**src/rtl/wb_burst_master_if.sv**
```systemverilog
// Wishbone bus bundle between wb_burst_master (master) and the SDRAM controller port (slave).
interface wb_burst_master_if #(
    parameter int APP_AW = 26,
    parameter int dw     = 32
);
    logic              wb_cyc_o;
    logic              wb_stb_o;
    logic              wb_we_o;
    logic [APP_AW-1:0] wb_addr_o;
    logic [dw-1:0]     wb_dat_o;
    logic [dw/8-1:0]   wb_sel_o;
    logic [2:0]        wb_cti_o;
    logic              wb_ack_i;
    logic [dw-1:0]     wb_dat_i;

    modport master (
        output wb_cyc_o, wb_stb_o, wb_we_o, wb_addr_o, wb_dat_o, wb_sel_o, wb_cti_o,
        input  wb_ack_i, wb_dat_i
    );

    modport slave (
        input  wb_cyc_o, wb_stb_o, wb_we_o, wb_addr_o, wb_dat_o, wb_sel_o, wb_cti_o,
        output wb_ack_i, wb_dat_i
    );
endinterface

```
**src/rtl/wb_burst_master.sv**
```systemverilog
// Wishbone initiator issuing single and incrementing-burst reads/writes from a command plus data streams.
// Optional ack watchdog with abort: define WB_TIMEOUT_EN.
module wb_burst_master #(
    parameter int APP_AW  = 26,
    parameter int dw      = 32,
    parameter int bl      = 9,
    parameter int TIMEOUT = 255
) (
    input  logic              wb_clk_i,
    input  logic              wb_rst_i,
    input  logic              cmd_valid,
    output logic              cmd_ready,
    input  logic [APP_AW-1:0] cmd_addr,
    input  logic [bl-1:0]     cmd_len,
    input  logic              cmd_we,
    input  logic [dw-1:0]     wr_data,
    input  logic [dw/8-1:0]   wr_sel,
    input  logic              wr_valid,
    output logic              wr_ready,
    output logic [dw-1:0]     rd_data,
    output logic              rd_valid,
    output logic              cmd_done,
    output logic              cmd_err,
    output logic              busy,
    wb_burst_master_if.master wb
);
    localparam int SW = dw / 8;

    typedef enum logic [1:0] {IDLE, WR, RD, GAP} state_t;

    state_t            state_q, state_d;
    logic [APP_AW-1:0] addr_q, addr_d;
    logic [bl-1:0]     rem_q, rem_d, load_q, load_d;
    logic              we_q, we_d, single_q, single_d;
    logic              hold_full_q, hold_full_d;
    logic [dw-1:0]     hold_dat_q, hold_dat_d;
    logic [SW-1:0]     hold_sel_q, hold_sel_d;
    logic [dw-1:0]     rd_data_q, rd_data_d;
    logic              rd_valid_q, rd_valid_d;
    logic              err_q, err_d;

    logic              stb, ack, last_ack, wr_fire, abort, active;
    logic [bl-1:0]     len_eff;
    logic              cyc_o, we_o;
    logic [SW-1:0]     sel_o;
    logic [2:0]        cti_o;

    assign active   = (state_q == WR) || (state_q == RD);
    assign stb      = (state_q == RD) || ((state_q == WR) && hold_full_q);
    assign ack      = stb && wb.wb_ack_i;
    assign last_ack = ack && (rem_q == bl'(1));
    assign len_eff  = (cmd_len == '0) ? bl'(1) : cmd_len;
    assign wr_fire  = wr_valid && wr_ready;

`ifdef WB_TIMEOUT_EN
    localparam int TW = $clog2(TIMEOUT + 1);
    logic [TW-1:0] tmo_q;

    // Counts only stalled strobe cycles; a write underrun (stb low) freezes it.
    always_ff @(posedge wb_clk_i) begin
        if (wb_rst_i || !active || ack) tmo_q <= '0;
        else if (stb)                   tmo_q <= tmo_q + TW'(1);
    end

    assign abort = stb && !wb.wb_ack_i && (tmo_q == TW'(TIMEOUT - 1));
`else
    assign abort = 1'b0;
`endif

    always_ff @(posedge wb_clk_i) begin
        if (wb_rst_i) state_q <= IDLE;
        else          state_q <= state_d;
    end

    always_ff @(posedge wb_clk_i) begin
        if (wb_rst_i) begin
            addr_q      <= '0;
            rem_q       <= '0;
            load_q      <= '0;
            we_q        <= 1'b0;
            single_q    <= 1'b0;
            hold_full_q <= 1'b0;
            hold_dat_q  <= '0;
            hold_sel_q  <= '0;
            rd_data_q   <= '0;
            rd_valid_q  <= 1'b0;
            err_q       <= 1'b0;
        end else begin
            addr_q      <= addr_d;
            rem_q       <= rem_d;
            load_q      <= load_d;
            we_q        <= we_d;
            single_q    <= single_d;
            hold_full_q <= hold_full_d;
            hold_dat_q  <= hold_dat_d;
            hold_sel_q  <= hold_sel_d;
            rd_data_q   <= rd_data_d;
            rd_valid_q  <= rd_valid_d;
            err_q       <= err_d;
        end
    end

    always_comb begin
        state_d     = state_q;
        addr_d      = addr_q;
        rem_d       = rem_q;
        load_d      = load_q;
        we_d        = we_q;
        single_d    = single_q;
        hold_full_d = hold_full_q;
        hold_dat_d  = hold_dat_q;
        hold_sel_d  = hold_sel_q;
        rd_data_d   = rd_data_q;
        rd_valid_d  = 1'b0;
        err_d       = err_q;

        // A beat may load in the same cycle the previous one is acked.
        if (wr_fire) begin
            hold_full_d = 1'b1;
            hold_dat_d  = wr_data;
            hold_sel_d  = wr_sel;
        end else if (ack && (state_q == WR)) begin
            hold_full_d = 1'b0;
        end

        case (state_q)
            IDLE: begin
                err_d = 1'b0;
                if (cmd_valid) begin
                    addr_d   = cmd_addr;
                    we_d     = cmd_we;
                    single_d = (len_eff == bl'(1));
                    rem_d    = len_eff;
                    load_d   = len_eff - bl'(wr_fire);
                    state_d  = cmd_we ? WR : RD;
                end
            end
            WR, RD: begin
                if (wr_fire) load_d = load_q - bl'(1);
                if (ack) begin
                    addr_d = addr_q + APP_AW'(SW);
                    rem_d  = rem_q - bl'(1);
                end
                if ((state_q == RD) && ack) begin
                    rd_data_d  = wb.wb_dat_i;
                    rd_valid_d = 1'b1;
                end
                if (last_ack) begin
                    state_d = GAP;
                end else if (abort) begin
                    state_d     = GAP;
                    err_d       = 1'b1;
                    hold_full_d = 1'b0;
                end
            end
            default: state_d = IDLE;
        endcase
    end

    always_comb begin
        cyc_o     = active;
        cmd_ready = (state_q == IDLE);
        busy      = active;
        cmd_done  = (state_q == GAP);
        cmd_err   = (state_q == GAP) && err_q;
        we_o      = active && we_q;
        sel_o     = '0;
        cti_o     = 3'b000;
        wr_ready  = 1'b0;
        if (active) begin
            sel_o = we_q ? hold_sel_q : '1;
            if (!single_q) cti_o = (rem_q == bl'(1)) ? 3'b111 : 3'b010;
        end
        if (state_q == IDLE)
            wr_ready = cmd_valid && cmd_we;
        else if (state_q == WR)
            wr_ready = (!hold_full_q || ack) && (load_q != '0);
    end

    assign wb.wb_cyc_o  = cyc_o;
    assign wb.wb_stb_o  = stb;
    assign wb.wb_we_o   = we_o;
    assign wb.wb_addr_o = addr_q;
    assign wb.wb_dat_o  = hold_dat_q;
    assign wb.wb_sel_o  = sel_o;
    assign wb.wb_cti_o  = cti_o;
    assign rd_data      = rd_data_q;
    assign rd_valid     = rd_valid_q;
endmodule

```
**src/flat_wrapper.sv**
```systemverilog
// flat-port wrapper written by rule: the top's interface ports become plain ports
module wb_burst_master_flat 
#(
    parameter int APP_AW  = 26,
    parameter int dw      = 32,
    parameter int bl      = 9,
    parameter int TIMEOUT = 255
)
  (wb_clk_i, wb_rst_i, cmd_valid, cmd_ready, cmd_addr, cmd_len, cmd_we, wr_data, wr_sel, wr_valid, wr_ready, rd_data, rd_valid, cmd_done, cmd_err, busy, wb_wb_cyc_o, wb_wb_stb_o, wb_wb_we_o, wb_wb_addr_o, wb_wb_dat_o, wb_wb_sel_o, wb_wb_cti_o, wb_wb_ack_i, wb_wb_dat_i);
  wb_burst_master_if #(.APP_AW(APP_AW), .dw(dw)) wb_i ();
  input  logic wb_clk_i;
  input  logic wb_rst_i;
  input  logic cmd_valid;
  output logic cmd_ready;
  input  logic [APP_AW-1:0] cmd_addr;
  input  logic [bl-1:0] cmd_len;
  input  logic cmd_we;
  input  logic [dw-1:0] wr_data;
  input  logic [dw/8-1:0] wr_sel;
  input  logic wr_valid;
  output logic wr_ready;
  output logic [dw-1:0] rd_data;
  output logic rd_valid;
  output logic cmd_done;
  output logic cmd_err;
  output logic busy;
  output wire logic [$bits(wb_i.wb_cyc_o)-1:0] wb_wb_cyc_o;
  output wire logic [$bits(wb_i.wb_stb_o)-1:0] wb_wb_stb_o;
  output wire logic [$bits(wb_i.wb_we_o)-1:0] wb_wb_we_o;
  output wire logic [$bits(wb_i.wb_addr_o)-1:0] wb_wb_addr_o;
  output wire logic [$bits(wb_i.wb_dat_o)-1:0] wb_wb_dat_o;
  output wire logic [$bits(wb_i.wb_sel_o)-1:0] wb_wb_sel_o;
  output wire logic [$bits(wb_i.wb_cti_o)-1:0] wb_wb_cti_o;
  input wire logic [$bits(wb_i.wb_ack_i)-1:0] wb_wb_ack_i;
  input wire logic [$bits(wb_i.wb_dat_i)-1:0] wb_wb_dat_i;
  assign wb_wb_cyc_o = wb_i.wb_cyc_o;
  assign wb_wb_stb_o = wb_i.wb_stb_o;
  assign wb_wb_we_o = wb_i.wb_we_o;
  assign wb_wb_addr_o = wb_i.wb_addr_o;
  assign wb_wb_dat_o = wb_i.wb_dat_o;
  assign wb_wb_sel_o = wb_i.wb_sel_o;
  assign wb_wb_cti_o = wb_i.wb_cti_o;
  assign wb_i.wb_ack_i = wb_wb_ack_i;
  assign wb_i.wb_dat_i = wb_wb_dat_i;
  wb_burst_master #(.APP_AW(APP_AW), .dw(dw), .bl(bl), .TIMEOUT(TIMEOUT)) u_core (.wb_clk_i(wb_clk_i), .wb_rst_i(wb_rst_i), .cmd_valid(cmd_valid), .cmd_ready(cmd_ready), .cmd_addr(cmd_addr), .cmd_len(cmd_len), .cmd_we(cmd_we), .wr_data(wr_data), .wr_sel(wr_sel), .wr_valid(wr_valid), .wr_ready(wr_ready), .rd_data(rd_data), .rd_valid(rd_valid), .cmd_done(cmd_done), .cmd_err(cmd_err), .busy(busy), .wb(wb_i));
endmodule
```
**config.mk**
```make
export PLATFORM = sky130hd
export DESIGN_NAME = wb_burst_master_flat
export DESIGN_NICKNAME = d
export VERILOG_FILES = /design/src/rtl/wb_burst_master_if.sv /design/src/rtl/wb_burst_master.sv /design/src/flat_wrapper.sv
export SDC_FILE = /design/constraint.sdc
export NUM_CORES = 1
export LEC_CHECK = 0
export ABC_AREA = 1
export BUFFER_PORTS_ARGS = -buffer_cell sky130_fd_sc_hd__buf_4
export CORE_ASPECT_RATIO = 1.75
export CORE_MARGIN = 1
export CORE_UTILIZATION = 50
export DETAILED_ROUTE_END_ITERATION = 10
export MAX_ROUTING_LAYER = met4
export PLACE_DENSITY = 0.8
export SYNTH_ARGS = -nofsm -noshare
export SYNTH_HDL_FRONTEND = slang
export SYNTH_SLANG_ARGS = --single-unit
```
**constraint.sdc**
```tcl
create_clock -name wb_clk_i -period 3.4 [get_ports wb_clk_i]
set_input_delay 0 -clock wb_clk_i [delete_from_list [all_inputs] [get_ports wb_clk_i]]
set_output_delay 0 -clock wb_clk_i [all_outputs]
set_load 0.01 [all_outputs]
```
==> out/results.txt <==
Result of the run - completed
Post-Synth XOR/XNOR Area - 0.0144
Synth Area in Compound Gates - 0.171
Die height - 148 um
Average routed wire per standard cell - 15.5 um
Drt first pass iters - 6
PostCTS Resize Cnt - 0
Critical path peak fanout - 30
Cell accounting for the most synthesized area - dfxtp_1
CP Class - flop to flop
Post-DR vias/cell - 5.31
Clock slew at reported path FFs - 60 ps
Leak - 4.17 nW
GRT overflow - 0
Largest family of logic cells by synthesized area - simple AND/OR/NAND/NOR gates
Worst slew margin - 0.584
Fin crit share - 0.909
MaxCap Viol Count - 0
Synthesized area - 6090 um^2
Clk_lat worst skew - 410 ps
Layout fillers - 794
Num rows - 53
Vias in the first global route - 7,176
Root buffer cell - clkbuf_16
Top post-synthesis cells by area - dfxtp_1 39%, nand2_1 11%, nor2_1 10%
Hold path cells - 5
First-pass GRT wire length - 33.4 mm
DIE WIDTH - 85.5 um
Clock Path Buffers - 2
Most numerous cell on the critical path - inv_2
Pwr/cell area - 751 nW/um^2
Slowest-stage cell, CP - ha_2
Initial Utilization - 0.510
Period minus WS final - 3090 ps
CTS Buf Count - 17
CP startpoint kind - flop
DRC - 0
Crit path launch - u_core.state_q[0]
Slew Limit Fails - 0
Layout area overhead - 53.9%
Post-synthesis simple-gate area fraction - 0.298
Setup crit end kind - flop
Slowest Stage Delay on Critical Path - 660 ps
Most frequent cells in the layout - 221 x buf_4, 179 x nand2_1, 169 x nor2_1
R2R Setup Slk - 310 ps
Critical path arrival - 3440 ps
Worst Tran Pin Value - 624 ps
Syn_nets - 1,035
Synth warnings - 0
WP buf/inv - 4
Post-route setup TNS - 0 ps
Mux contribution to synthesized area - 0.00164
Max H-tree Level - 4
WHS Endpoint - u_core.wb.wb_addr_o[5]
Final setup violation count - 0
R2R depth - 9
Global placement routability congestion - 0.932
Antenna viol nets, final - 0
Reg2Reg Launch Point - u_core.state_q[0]
Post-synth EDFFs - 0
R2R Path End - u_core.wb.wb_addr_o[24]
Sequential element share of the synthesized area - 0.388
IO Port Bufs - 213
Peak VDD IR - 0.424 mV
Fmax - 324 MHz
Total core area - 11,900 um^2
CTS tree - built
Unrepaired setup endpoints after global routing - no
Top-area cell type share of the netlist area - 0.388
Tot GR Track Use - 0.343
Yosys reg bits - 118
Layout cells sized above 1 - 0.231
Synth async-reset ratio - 0
Commonest non-fill, non-tap cell in the layout - buf_4
Synth Instances - 915
Fin. Hold Viols - 0
Cell variety after synth - 39
CP top delay family - buffers and inverters
Routed WL - 21.2 mm
Non-filler cells, final - 1,370
Hold WC Path Type - primary input to flop
CP Cell Sequence - inv_1 -> ha_2 -> nor2_4 -> inv_2 -> nand2_2 -> inv_2 -> nand2_1 -> a21oi_1 -> dlygate4sd3_1
Initial antenna violation count - 1
Syn Area/Cell - 6.66 um^2
DP HPWL - 12.6 mm
Hold path start - cmd_addr[5]
Clk sinks - 118
Largest net degree at the start of global routing - 66
Dpl cells - 1,226
Predominant post-synthesis flop cell - dfxtp_1
Clock Skews - 9.01 ps
Via count - 7,272
Post-Synth Adder-Cell Area - 0.0226
Layout net count - 1,340
Initial detailed-routing violation count - 457
Die area - 12,600 um^2
I/O pin cnt - 215
Worst EP required - 3750 ps
-- power breakdown --
group / leakage [nW] / internal (W) / switching, W
clock: 0.287 / 0.00116 / 0.000676
sequential: 0.963 / 0.00173 / 0.000335
combinational: 2.92 / 0.00129 / 0.00185
-- per-layer routing --
metal,part of all wire,GRT usage,vias to the layer above
met5,0,-,-
met4,0.059,0.203,0
met3,0.058,0.0687,108
met2,0.53,0.620,299
met1,0.35,0.330,3325
li1,-,-,3540
-- registers in the layout (all words and copies together) (netlist names) --
name and cells:
u_core.hold_full_q 1, u_core.hold_sel_q 4, u_core.load_q 9, u_core.rd_data 32
u_core.rd_valid 1, u_core.rem_q 9, u_core.single_q 1, u_core.state_q 2
u_core.wb.wb_addr_o 26, u_core.wb.wb_dat_o 32, u_core.we_q 1
-- timing repair --
item	in CTS	in global routing
endpoints found under the setup margin	0	0
setup buffers	0	0
hold buffers	112	0
hold endpoints to repair	107	0
-- through the flow --
step / hold WS (ps) / worst slack, ps / utilization / cell area [um^2] / total power, W
finish: 34.3 / 310 / 0.786 / 9380 / 0.00705
global route: 63.1 / 124 / 0.786 / 9380 / 0.00750
CTS: 18.2 / 539 / 0.786 / 9380 / 0.00699
detailed placement: 244 / 784 / 0.641 / 7650 / 0.00501
global placement: 240 / 884 / 0.641 / 7650 / 0.00496
floorplan: 145 / 977 / - / 6090 / 0.00405
-- cell type report --
class	instances	area, um^2	area share
Antenna cell	1	2.50	0.000267
Tap cell	137	171	0.0183
Clock buffer	17	425	0.0454
Timing Repair Buffer	333	2780	0.296
Multi-Input combinational cell	655	3100	0.331
Inverter	95	359	0.0383
Clock inverter	14	175	0.0187
Sequential cell	118	2360	0.252
-- how the worst max path moves through the flow --
stage,slack (ps),cells after the start,endpoint
final,310,9,u_core.wb.wb_addr_o[24]
after global routing,120,9,u_core.wb.wb_addr_o[24]
after CTS,540,6,wb_wb_cti_o[0]
after detailed placement,780,17,u_core.load_q[8]
after global placement,880,17,u_core.load_q[8]
after floorplan,980,18,u_core.load_q[8]
-- worst reg2reg max path: stages (launching register included) --
cell	delay [ps]
dfxtp_1	370
inv_1	100
ha_2	660
nor2_4	160
inv_2	230
nand2_2	100
inv_2	390
nand2_1	180
a21oi_1	270
dlygate4sd3_1	600
-- cells in the mapped netlist, types with 6 or more instances --
library cell	instances
a21oi_1	85
buf_2	8
buf_4	6
buf_6	9
clkbuf_1	20
dfxtp_1	118
ha_1	11
inv_1	86
inv_2	8
nand2_1	179
nand2_2	6
nand3_1	49
nand4_1	8
nor2_1	169
o21ai_0	91
o21ai_1	11
xor2_1	7
-- cell families (layout without fill, tap and decap cells) --
group	count (synthesis)	in the layout
muxes	1	1
xor gates and xnor gates	10	10
adders and majority gates	11	11
buffers and inverters	142	459
other	1	2
DFF	118	118
AOI/OAI and AO/OA	201	201
and+or+nand+nor	431	431
No activity file was read; power rests on OpenSTA's default activity.
